[config.mk]
export PLATFORM = sky130hd
export DESIGN_NAME = mux_2_1_arbiter
export DESIGN_NICKNAME = d
export VERILOG_FILES = /design/src/rtl/mux_2_1_arbiter.sv
export SDC_FILE = /design/constraint.sdc
export NUM_CORES = 1
export LEC_CHECK = 0
export CAP_MARGIN = 40
export CORE_ASPECT_RATIO = 0.8
export CORE_MARGIN = 1
export CORE_UTILIZATION = 42
export CTS_CLUSTER_SIZE = 24
export DETAILED_ROUTE_END_ITERATION = 10
export GPL_TIMING_DRIVEN = 0
export PLACE_DENSITY_LB_ADDON = 0.15
export SYNTH_ARGS = -nofsm -noshare
export SYNTH_HDL_FRONTEND = slang
export SYNTH_SLANG_ARGS = --single-unit
[constraint.sdc]
create_clock -name clk -period 2.2 [get_ports clk]
set_input_delay 0.22 -clock clk [delete_from_list [all_inputs] [get_ports clk]]
set_output_delay 0.22 -clock clk [all_outputs]
set_load 0.02 [all_outputs]
[src/rtl/mux_2_1_arbiter.sv]
// Round-robin arbiter for two valid/ready requesters sharing one registered
// output stream. The grant FSM drives the mux select. A hold counter limits
// how many back-to-back beats one side may take while the other is waiting.
module mux_2_1_arbiter #(
  parameter int unsigned WIDTH    = 8,
  parameter int unsigned MAX_HOLD = 4
) (
  input  logic             clk,
  input  logic             rst,
  input  logic             i0_valid,
  input  logic [WIDTH-1:0] i0_data,
  output logic             i0_ready,
  input  logic             i1_valid,
  input  logic [WIDTH-1:0] i1_data,
  output logic             i1_ready,
  output logic             y_valid,
  output logic [WIDTH-1:0] y_data,
  input  logic             y_ready,
  output logic             select,
  output logic             busy
);

  localparam int unsigned CntW = (MAX_HOLD > 1) ? $clog2(MAX_HOLD) : 1;
  localparam logic [CntW-1:0] HoldLast = CntW'(MAX_HOLD - 1);

  typedef enum logic [1:0] {
    StIdle   = 2'd0,
    StGrant0 = 2'd1,
    StGrant1 = 2'd2
  } state_e;

  state_e          state;
  logic [CntW-1:0] hold_cnt;
  logic            last_served;

  logic out_free;
  logic xfer0;
  logic xfer1;
  logic hold_done;

  // The output register can take a new beat when empty or draining this cycle
  assign out_free  = !y_valid || y_ready;
  assign i0_ready  = (state == StGrant0) && out_free;
  assign i1_ready  = (state == StGrant1) && out_free;
  assign xfer0     = i0_valid && i0_ready;
  assign xfer1     = i1_valid && i1_ready;
  assign hold_done = (hold_cnt == HoldLast);
  assign busy      = (state != StIdle);

  // Grant FSM, hold counter, fairness bit and registered output stage
  always_ff @(posedge clk) begin
    if (rst) begin
      state       <= StIdle;
      select      <= 1'b0;
      hold_cnt    <= '0;
      last_served <= 1'b1;  // i0 wins the first tie
      y_valid     <= 1'b0;
      y_data      <= '0;
    end else begin
      // Output stage
      if (xfer0) begin
        y_data  <= i0_data;
        y_valid <= 1'b1;
      end else if (xfer1) begin
        y_data  <= i1_data;
        y_valid <= 1'b1;
      end else if (y_valid && y_ready) begin
        y_valid <= 1'b0;
      end

      case (state)
        StIdle: begin
          // No transfer here; entering a grant costs one bubble cycle
          hold_cnt <= '0;
          if (i0_valid && (!i1_valid || last_served)) begin
            state  <= StGrant0;
            select <= 1'b0;
          end else if (i1_valid) begin
            state  <= StGrant1;
            select <= 1'b1;
          end
        end

        StGrant0: begin
          if (!i0_valid) begin
            hold_cnt <= '0;
            if (i1_valid) begin
              state  <= StGrant1;
              select <= 1'b1;
            end else begin
              state <= StIdle;
            end
          end else if (xfer0) begin
            last_served <= 1'b0;
            if (hold_done) begin
              // Quota used up: hand over without a bubble if i1 is waiting
              hold_cnt <= '0;
              if (i1_valid) begin
                state  <= StGrant1;
                select <= 1'b1;
              end
            end else begin
              hold_cnt <= hold_cnt + 1'b1;
            end
          end
        end

        StGrant1: begin
          if (!i1_valid) begin
            hold_cnt <= '0;
            if (i0_valid) begin
              state  <= StGrant0;
              select <= 1'b0;
            end else begin
              state <= StIdle;
            end
          end else if (xfer1) begin
            last_served <= 1'b1;
            if (hold_done) begin
              hold_cnt <= '0;
              if (i0_valid) begin
                state  <= StGrant0;
                select <= 1'b0;
              end
            end else begin
              hold_cnt <= hold_cnt + 1'b1;
            end
          end
        end

        default: begin
          state    <= StIdle;
          hold_cnt <= '0;
        end
      endcase
    end
  end

endmodule

==> results of run 1 <==
[layer usage]
metal / vias to the layer above / wire length [µm] / GRT usage
met1: 396 / 917 / 0.265
met2: 25 / 1050 / 0.332
met4: 0 / 13 / 0.0737
li1: 432 / - / -
met3: 2 / 137 / 0.0860
met5: - / 0 / 0
[per-stage QoR]
step / hold slack (ps) / instances
detailed placement: 466 / 156
global route: 367 / 160
finish: 342 / 160
floorplan: 297 / 100
global placement: 459 / 156
CTS: 328 / 160
[sequential cells by signal, summed over array words and instances (netlist names)]
register / cells
y_data: 8
hold_cnt: 2
state: 2
last_served: 1
select: 1
y_valid: 1
[repair_timing]
item / CTS / global route
resized for setup: 0 / 1
setup endpoints to repair: 0 / 1
hold endpoints to repair: 0 / 0
[final timing paths]
check	start	endpoint	slack, ps	depth (start not counted)
max	state[0]$_SDFFE_PP0P_	i1_ready	210	4
max reg2reg	state[1]$_SDFFE_PP0P_	select$_SDFFE_PP0P_	290	7
min	i0_valid	y_valid$_SDFFE_PP0P_	340	3
min reg2reg	y_data[3]$_SDFFE_PP0P_	y_data[3]$_SDFFE_PP0P_	490	2
[cell type report]
type	instances	share of cell area
flip-flops and latches	15	0.239
multi-input cells	73	0.406
well taps	24	0.0239
clock buffers	3	0.0179
clock inverters	1	0.00398
inverters	7	0.0209
repair buffers	32	0.254
plain buffers	5	0.0348
[cell usage in the layout, fill, tap and decap left out, types with 2 or more instances in the layout]
master	synthesis	routed
sky130_fd_sc_hd__nand2_1	3	3
sky130_fd_sc_hd__nor3_1	4	4
sky130_fd_sc_hd__mux2i_1	7	7
sky130_fd_sc_hd__nor2b_1	3	3
sky130_fd_sc_hd__and2_1	2	2
sky130_fd_sc_hd__a211oi_1	9	9
sky130_fd_sc_hd__a21oi_1	10	10
sky130_fd_sc_hd__clkbuf_4	0	3
sky130_fd_sc_hd__nand2b_2	2	2
sky130_fd_sc_hd__buf_6	2	2
sky130_fd_sc_hd__o21ai_0	2	2
sky130_fd_sc_hd__dfxtp_1	15	15
sky130_fd_sc_hd__ha_1	5	4
sky130_fd_sc_hd__inv_1	7	7
sky130_fd_sc_hd__nor2_1	12	12
sky130_fd_sc_hd__nand3_1	2	2
sky130_fd_sc_hd__clkdlybuf4s50_1	0	32
[synthesized netlist by cell type]
cell and number:
sky130_fd_sc_hd__nor3_1 4, sky130_fd_sc_hd__and2_1 2, sky130_fd_sc_hd__a32oi_1 1, sky130_fd_sc_hd__nor2b_1 3
sky130_fd_sc_hd__or4b_1 1, sky130_fd_sc_hd__o31ai_1 1, sky130_fd_sc_hd__mux2i_1 7, sky130_fd_sc_hd__a22oi_4 1
sky130_fd_sc_hd__o21ai_0 2, sky130_fd_sc_hd__nand2_1 3, sky130_fd_sc_hd__o31a_1 1, sky130_fd_sc_hd__o22ai_1 1
sky130_fd_sc_hd__buf_6 2, sky130_fd_sc_hd__dlymetal6s2s_1 1, sky130_fd_sc_hd__a211oi_1 9, sky130_fd_sc_hd__nor3b_1 1
sky130_fd_sc_hd__inv_1 7, sky130_fd_sc_hd__ha_1 5, sky130_fd_sc_hd__a2111oi_0 1, sky130_fd_sc_hd__a311oi_1 1
sky130_fd_sc_hd__nand3_1 2, sky130_fd_sc_hd__a32o_1 1, sky130_fd_sc_hd__dfxtp_1 15, sky130_fd_sc_hd__a31oi_1 1
sky130_fd_sc_hd__clkbuf_1 1, sky130_fd_sc_hd__nand2b_2 2, sky130_fd_sc_hd__a21oi_1 10, sky130_fd_sc_hd__buf_2 1
sky130_fd_sc_hd__and2b_2 1, sky130_fd_sc_hd__nor2_1 12
[logic make-up after synthesis]
group                    after synthesis
flip-flops                            15
AO/OA/AOI/OAI                         30
multiplexers                           7
AND/OR/NAND/NOR                       31
adder cells (fa/ha/maj)                5
buffers and inverters                 12
[power groups by stage]
stage	Clock, µW	Combinational (µW)	Sequential, µW
final	159	670	388
after global routing	179	732	397
after CTS	165	668	387
after detailed placement	0	663	392
after global placement	0	652	388
after floorplan	0	367	444
[worst min-delay path, delay by kind of cell]
family / cells / cell delay [ps]
AOI/OAI and AO/OA: 2 / 250
buffers and inverters: 1 / 120
==> metrics, run 1 <==
final standard cell utilization of the core 0.653; clock transition at the register clock pins on the worst setup and hold paths after CTS 90 ps; critical path, cell by cell inv_1 > ha_2 > and2_1 > clkdlybuf4s50_1; mapped cell area 878 µm²; final global-route overflow total 0; worst hold path class input pin to register; total area of sequential cells 300 µm²; via total after detailed routing 855; antenna diode count 0; number of vias per cell 5.34; Tmin final 1990 ps; ratio of cells with drive above 1 in the final layout 0.0882; worst path buffer plus inverter count 2; simple-gate share of the synthesized area 0.184; final setup vio count 0; count of endpoints failing hold in the final timing report 0; area used by multi-input combinational logic 510 µm²; pin count of the biggest net entering global routing 11; final critical-path setup slack 208 ps; CTS tree built; TritonRoute pass-1 iters 4; library cell occupying the most area in the post-synthesis netlist sky130_fd_sc_hd__dfxtp_1; P&R area growth vs syn 43.3%; initial antenna violation count 0; number of filler cells placed in the layout 174; proportion of synthesized area in mux cells 0.0798; Die Outline Area 2280 µm²; power density of the placed cells 967 nW/µm²; first-pass GRT wire length 3490 µm; area fraction of the dominant cell type after synthesis 0.342; combinational share of power 0.551; clock skew after layout 4.04 ps; maximum fanout along the worst path 6; I/O pin total 34; endpoint kind of the worst setup timing path primary output; Post-CTS Repair Setup Buffers 0; count of max-cap constraint violations 0; number of different library cells in the post-synthesis netlist 30; clock insertion delay at the later pin of the skew report 280 ps; std cell rows 14; internal power 732 µW; setup total negative slack 0 ps; vertical die dimension 42.9 µm; routed wire length per instance 13.3 µm; HPWL after detailed placement 1590 µm; initial drt markers 20; synthesized area per cell 8.78 µm²; dominant combinational cell family by area after synthesis compound AO/OA/AOI/OAI gates; net switching power 486 µW; post-route total power 1220 µW; number of buffers inserted during clock tree synthesis 3; setup repair after global routing missed its margin false; Critical Path RT 1980 ps; proportion of synthesized chip area in sequential cells 0.342; total non-filler cell area in the finished layout 1260 µm²; root buf cell sky130_fd_sc_hd__clkbuf_4; Worst slew margin 0.651; xor/xnor cell area share of the yosys netlist 0; Top delay family on crit path buffers and inverters; via count of the first global-routing pass 811; cell area after placement 1230 µm²; starting utilization of the core area 0.456; Core Area 1930 µm²; VDD IR-drop max 0.612 mV; width of the die 53.1 µm; number of levels the H-tree was split into 1; LEAKAGE 0.000547 µW; Setup WS pre-CTS 234 ps; element type at the critical path start register; pin slew with the least headroom to its limit 522 ps; Synth Warn # 0; worst-case clock buffer depth 2; nets 163; Routed Antenna Nets 0; total of buffers placed on input and output ports 32; highest cell delay on the worst timing path 590 ps; Critical Setup Path Class register to primary output; max-slew violation count 0; Routed WL 2120 µm; share of power burned in the clock network 0.131; overall fraction of global-route tracks in use 0.214; Mapped Cells 100; TritonCTS Sinks 15; upper clock frequency limit 502 MHz; DRC violations left 0; Critical Path Slowest Stage Cell sky130_fd_sc_hd__clkdlybuf4s50_1; flip-flop and latch count after synthesis 15; status complete, no violations; crit path DAT 1770 ps; share of the synthesized area in compound gates (AO/OA/AOI/OAI) 0.244; routability congestion estimate 0.828; fraction of power spent switching nets 0.399; area share of fa/ha/maj cells after synthesis 0.0712; dominant cells by area after synthesis sky130_fd_sc_hd__dfxtp_1 34%, sky130_fd_sc_hd__mux2i_1 8.0%, sky130_fd_sc_hd__a211oi_1 7.7%; count of hold-fix buffers inserted at cts 0; post-synthesis net count 126; share of power burned in registers 0.319; final cycle utilization of the critical path 0.906
No activity file was read; power rests on OpenSTA's default activity.
==> inputs of run 2 (changes only) <==
CORE_MARGIN = 2   (was 1)
==> run 2 against run 1 <==
Setup slack lost 81 ps. Clock skew about the same. Total power down 0.48%. Clock-buffer cell count is the same. Cell count stayed put. Register-to-register slack lost 20 ps. Clock power about the same. Sequential power is essentially flat. Utilization fell by 0.13 points. Critical path type unchanged. Critical endpoint unchanged.
==> metrics, run 2 (synthesis gave the netlist of run 1 again) <==
share of power burned in the clock network 0.134 (was 0.131); maximum fanout along the worst path 6 (unchanged); clock insertion delay at the later pin of the skew report 290 ps (was 280 ps); antenna diode count 0 (unchanged); setup total negative slack 0 ps (unchanged); top register by number of flip-flops y_data (unchanged); setup repair after global routing missed its margin false (unchanged); share of power burned in registers 0.319 (about the same); number of levels the H-tree was split into 1 (unchanged); non-filler instance count after layout 160 (unchanged); count of max-cap constraint violations 0 (unchanged); first-pass GRT wire length 3450 µm (was 3490 µm); Critical Path Slowest Stage Cell sky130_fd_sc_hd__clkdlybuf4s50_1 (unchanged); final standard cell utilization of the core 0.652 (was 0.653); Routed WL 2160 µm (was 2120 µm); instance count after placement with tap cells included 156 (unchanged); element type at the critical path start register (unchanged); ratio of cells with drive above 1 in the final layout 0.0809 (was 0.0882); Tmin final 2070 ps (was 1990 ps); leading cell types in the layout, fill and taps excluded 32 x sky130_fd_sc_hd__clkdlybuf4s50_1, 15 x sky130_fd_sc_hd__dfxtp_1, 12 x sky130_fd_sc_hd__nor2_1 (unchanged); combinational share of power 0.547 (was 0.551); starting utilization of the core area 0.456 (unchanged); Worst R2R Setup Slack 270 ps (was 290 ps); worst path buffer plus inverter count 2 (unchanged); Core Area 1930 µm² (unchanged); P&R area growth vs syn 43.0% (was 43.3%); fraction of power spent switching nets 0.397 (was 0.399); VDD IR-drop max 0.673 mV (was 0.612 mV); most common cell after layout, fill and taps aside sky130_fd_sc_hd__clkdlybuf4s50_1 (unchanged); initial antenna violation count 0 (unchanged); critical path, cell by cell inv_1 > ha_1 > and2_1 > clkdlybuf4s50_1 (was inv_1 > ha_2 > and2_1 > clkdlybuf4s50_1); Hold Worst Slack 340 ps (was 342 ps); max-slew violation count 0 (unchanged); LEAKAGE 0.000548 µW (was 0.000547 µW); pin count of the biggest net entering global routing 11 (unchanged); TritonCTS Sinks 15 (unchanged); worst hold path class input pin to register (unchanged); largest registers ranked by flip-flop count y_data: 8 flops, hold_cnt: 2 flops, state: 2 flops (unchanged); nets 163 (unchanged); crit path DAT 1850 ps (was 1770 ps); final global-route overflow total 0 (unchanged); Die Outline Area 2480 µm² (was 2280 µm²); power density of the placed cells 965 nW/µm² (was 967 nW/µm²); root buf cell sky130_fd_sc_hd__clkbuf_4 (unchanged); upper clock frequency limit 482 MHz (was 502 MHz); pin slew with the least headroom to its limit 483 ps (was 522 ps); clock transition at the register clock pins on the worst setup and hold paths after CTS 90 ps (about the same); worst-case clock buffer depth 2 (unchanged); highest cell delay on the worst timing path 590 ps (about the same); Critical Setup Path Class register to primary output (unchanged); Routed Antenna Nets 0 (unchanged); number of buffers inserted during clock tree synthesis 3 (unchanged); Worst slew margin 0.677 (was 0.651); count of endpoints failing hold in the final timing report 0 (unchanged); initial drt markers 12 (was 20); std cell rows 14 (unchanged); count of hold-fix buffers inserted at cts 0 (unchanged); internal power 730 µW (was 732 µW); clock skew after layout 4.00 ps (was 4.04 ps); flip-flop count of the largest register after layout 8 (unchanged); via count of the first global-routing pass 808 (was 811); final cycle utilization of the critical path 0.942 (was 0.906); endpoint kind of the worst setup timing path primary output (unchanged); width of the die 55.1 µm (was 53.1 µm); status complete, no violations (unchanged); total non-filler cell area in the finished layout 1260 µm² (about the same); final setup vio count 0 (unchanged); routed wire length per instance 13.5 µm (was 13.3 µm); overall fraction of global-route tracks in use 0.199 (was 0.214); via total after detailed routing 858 (was 855); Post-CTS Repair Setup Buffers 0 (unchanged); Critical Path RT 1980 ps (about the same); CTS tree built (unchanged); total of buffers placed on input and output ports 32 (unchanged); DRC violations left 0 (unchanged); TritonRoute pass-1 iters 4 (unchanged); HPWL after detailed placement 1670 µm (was 1590 µm); I/O pin total 34 (unchanged); count of cells resized by post-cts repair 0 (unchanged); number of vias per cell 5.36 (was 5.34); Top delay family on crit path buffers and inverters (unchanged); routability congestion estimate 0.842 (was 0.828); net switching power 482 µW (was 486 µW); vertical die dimension 44.9 µm (was 42.9 µm); cell area after placement 1230 µm² (unchanged)
run 2: layout make-up:
| cell class | count | area [µm²] |
|---|---|---|
| Clock inverter | 1 | 5.00 |
| Sequential cell | 15 | 300 |
| Clock buffer | 3 | 22.5 |
| Tap cell | 24 | 30.0 |
| Buffer | 5 | 43.8 |
| Fill cell | 186 | 671 |
| Multi-Input combinational cell | 73 | 508 |
| Timing Repair Buffer | 32 | 320 |
| Inverter | 7 | 26.3 |
run 2: layer usage:
metal / vias up / share of wire / track usage
met5: - / 0 / 0
met4: 0 / 0.0060 / 0.0439
met3: 2 / 0.068 / 0.0662
met2: 22 / 0.49 / 0.345
met1: 397 / 0.44 / 0.237
li1: 437 / - / -
run 2: final timing paths:
kind	from	end	depth (start not counted)
max	state[0]$_SDFFE_PP0P_	i1_ready	4
min	i0_valid	y_valid$_SDFFE_PP0P_	3
max reg2reg	state[0]$_SDFFE_PP0P_	select$_SDFFE_PP0P_	6
min reg2reg	y_data[3]$_SDFFE_PP0P_	y_data[3]$_SDFFE_PP0P_	2
run 2: worst register-to-register path, cell delays in order, from the launching register on:
cell and delay, ps:
sky130_fd_sc_hd__dfxtp_1 430, sky130_fd_sc_hd__inv_1 90, sky130_fd_sc_hd__ha_1 310, sky130_fd_sc_hd__a22oi_4 270
sky130_fd_sc_hd__a21oi_1 110, sky130_fd_sc_hd__or4b_1 500, sky130_fd_sc_hd__a21oi_1 150
run 2: power by group through the flow:
stage	clock network (µW)	logic (µW)	registers (µW)
after detailed placement	0	665	393
final	162	663	386
after global placement	0	653	387
after floorplan	0	367	444
after global routing	179	730	395
after CTS	168	669	387
run 2: through the flow:
stage / worst slack, ps / power [µW]
floorplan: 490 / 810
global placement: 249 / 1040
detailed placement: 220 / 1060
CTS: 118 / 1220
global route: 0.482 / 1300
finish: 127 / 1210
==> inputs of run 3 (changes only) <==
SKIP_LAST_GASP = 1   (was not set)
==> results of run 3 <==
Final layout, timing and power as in run 2 (identical DEF).
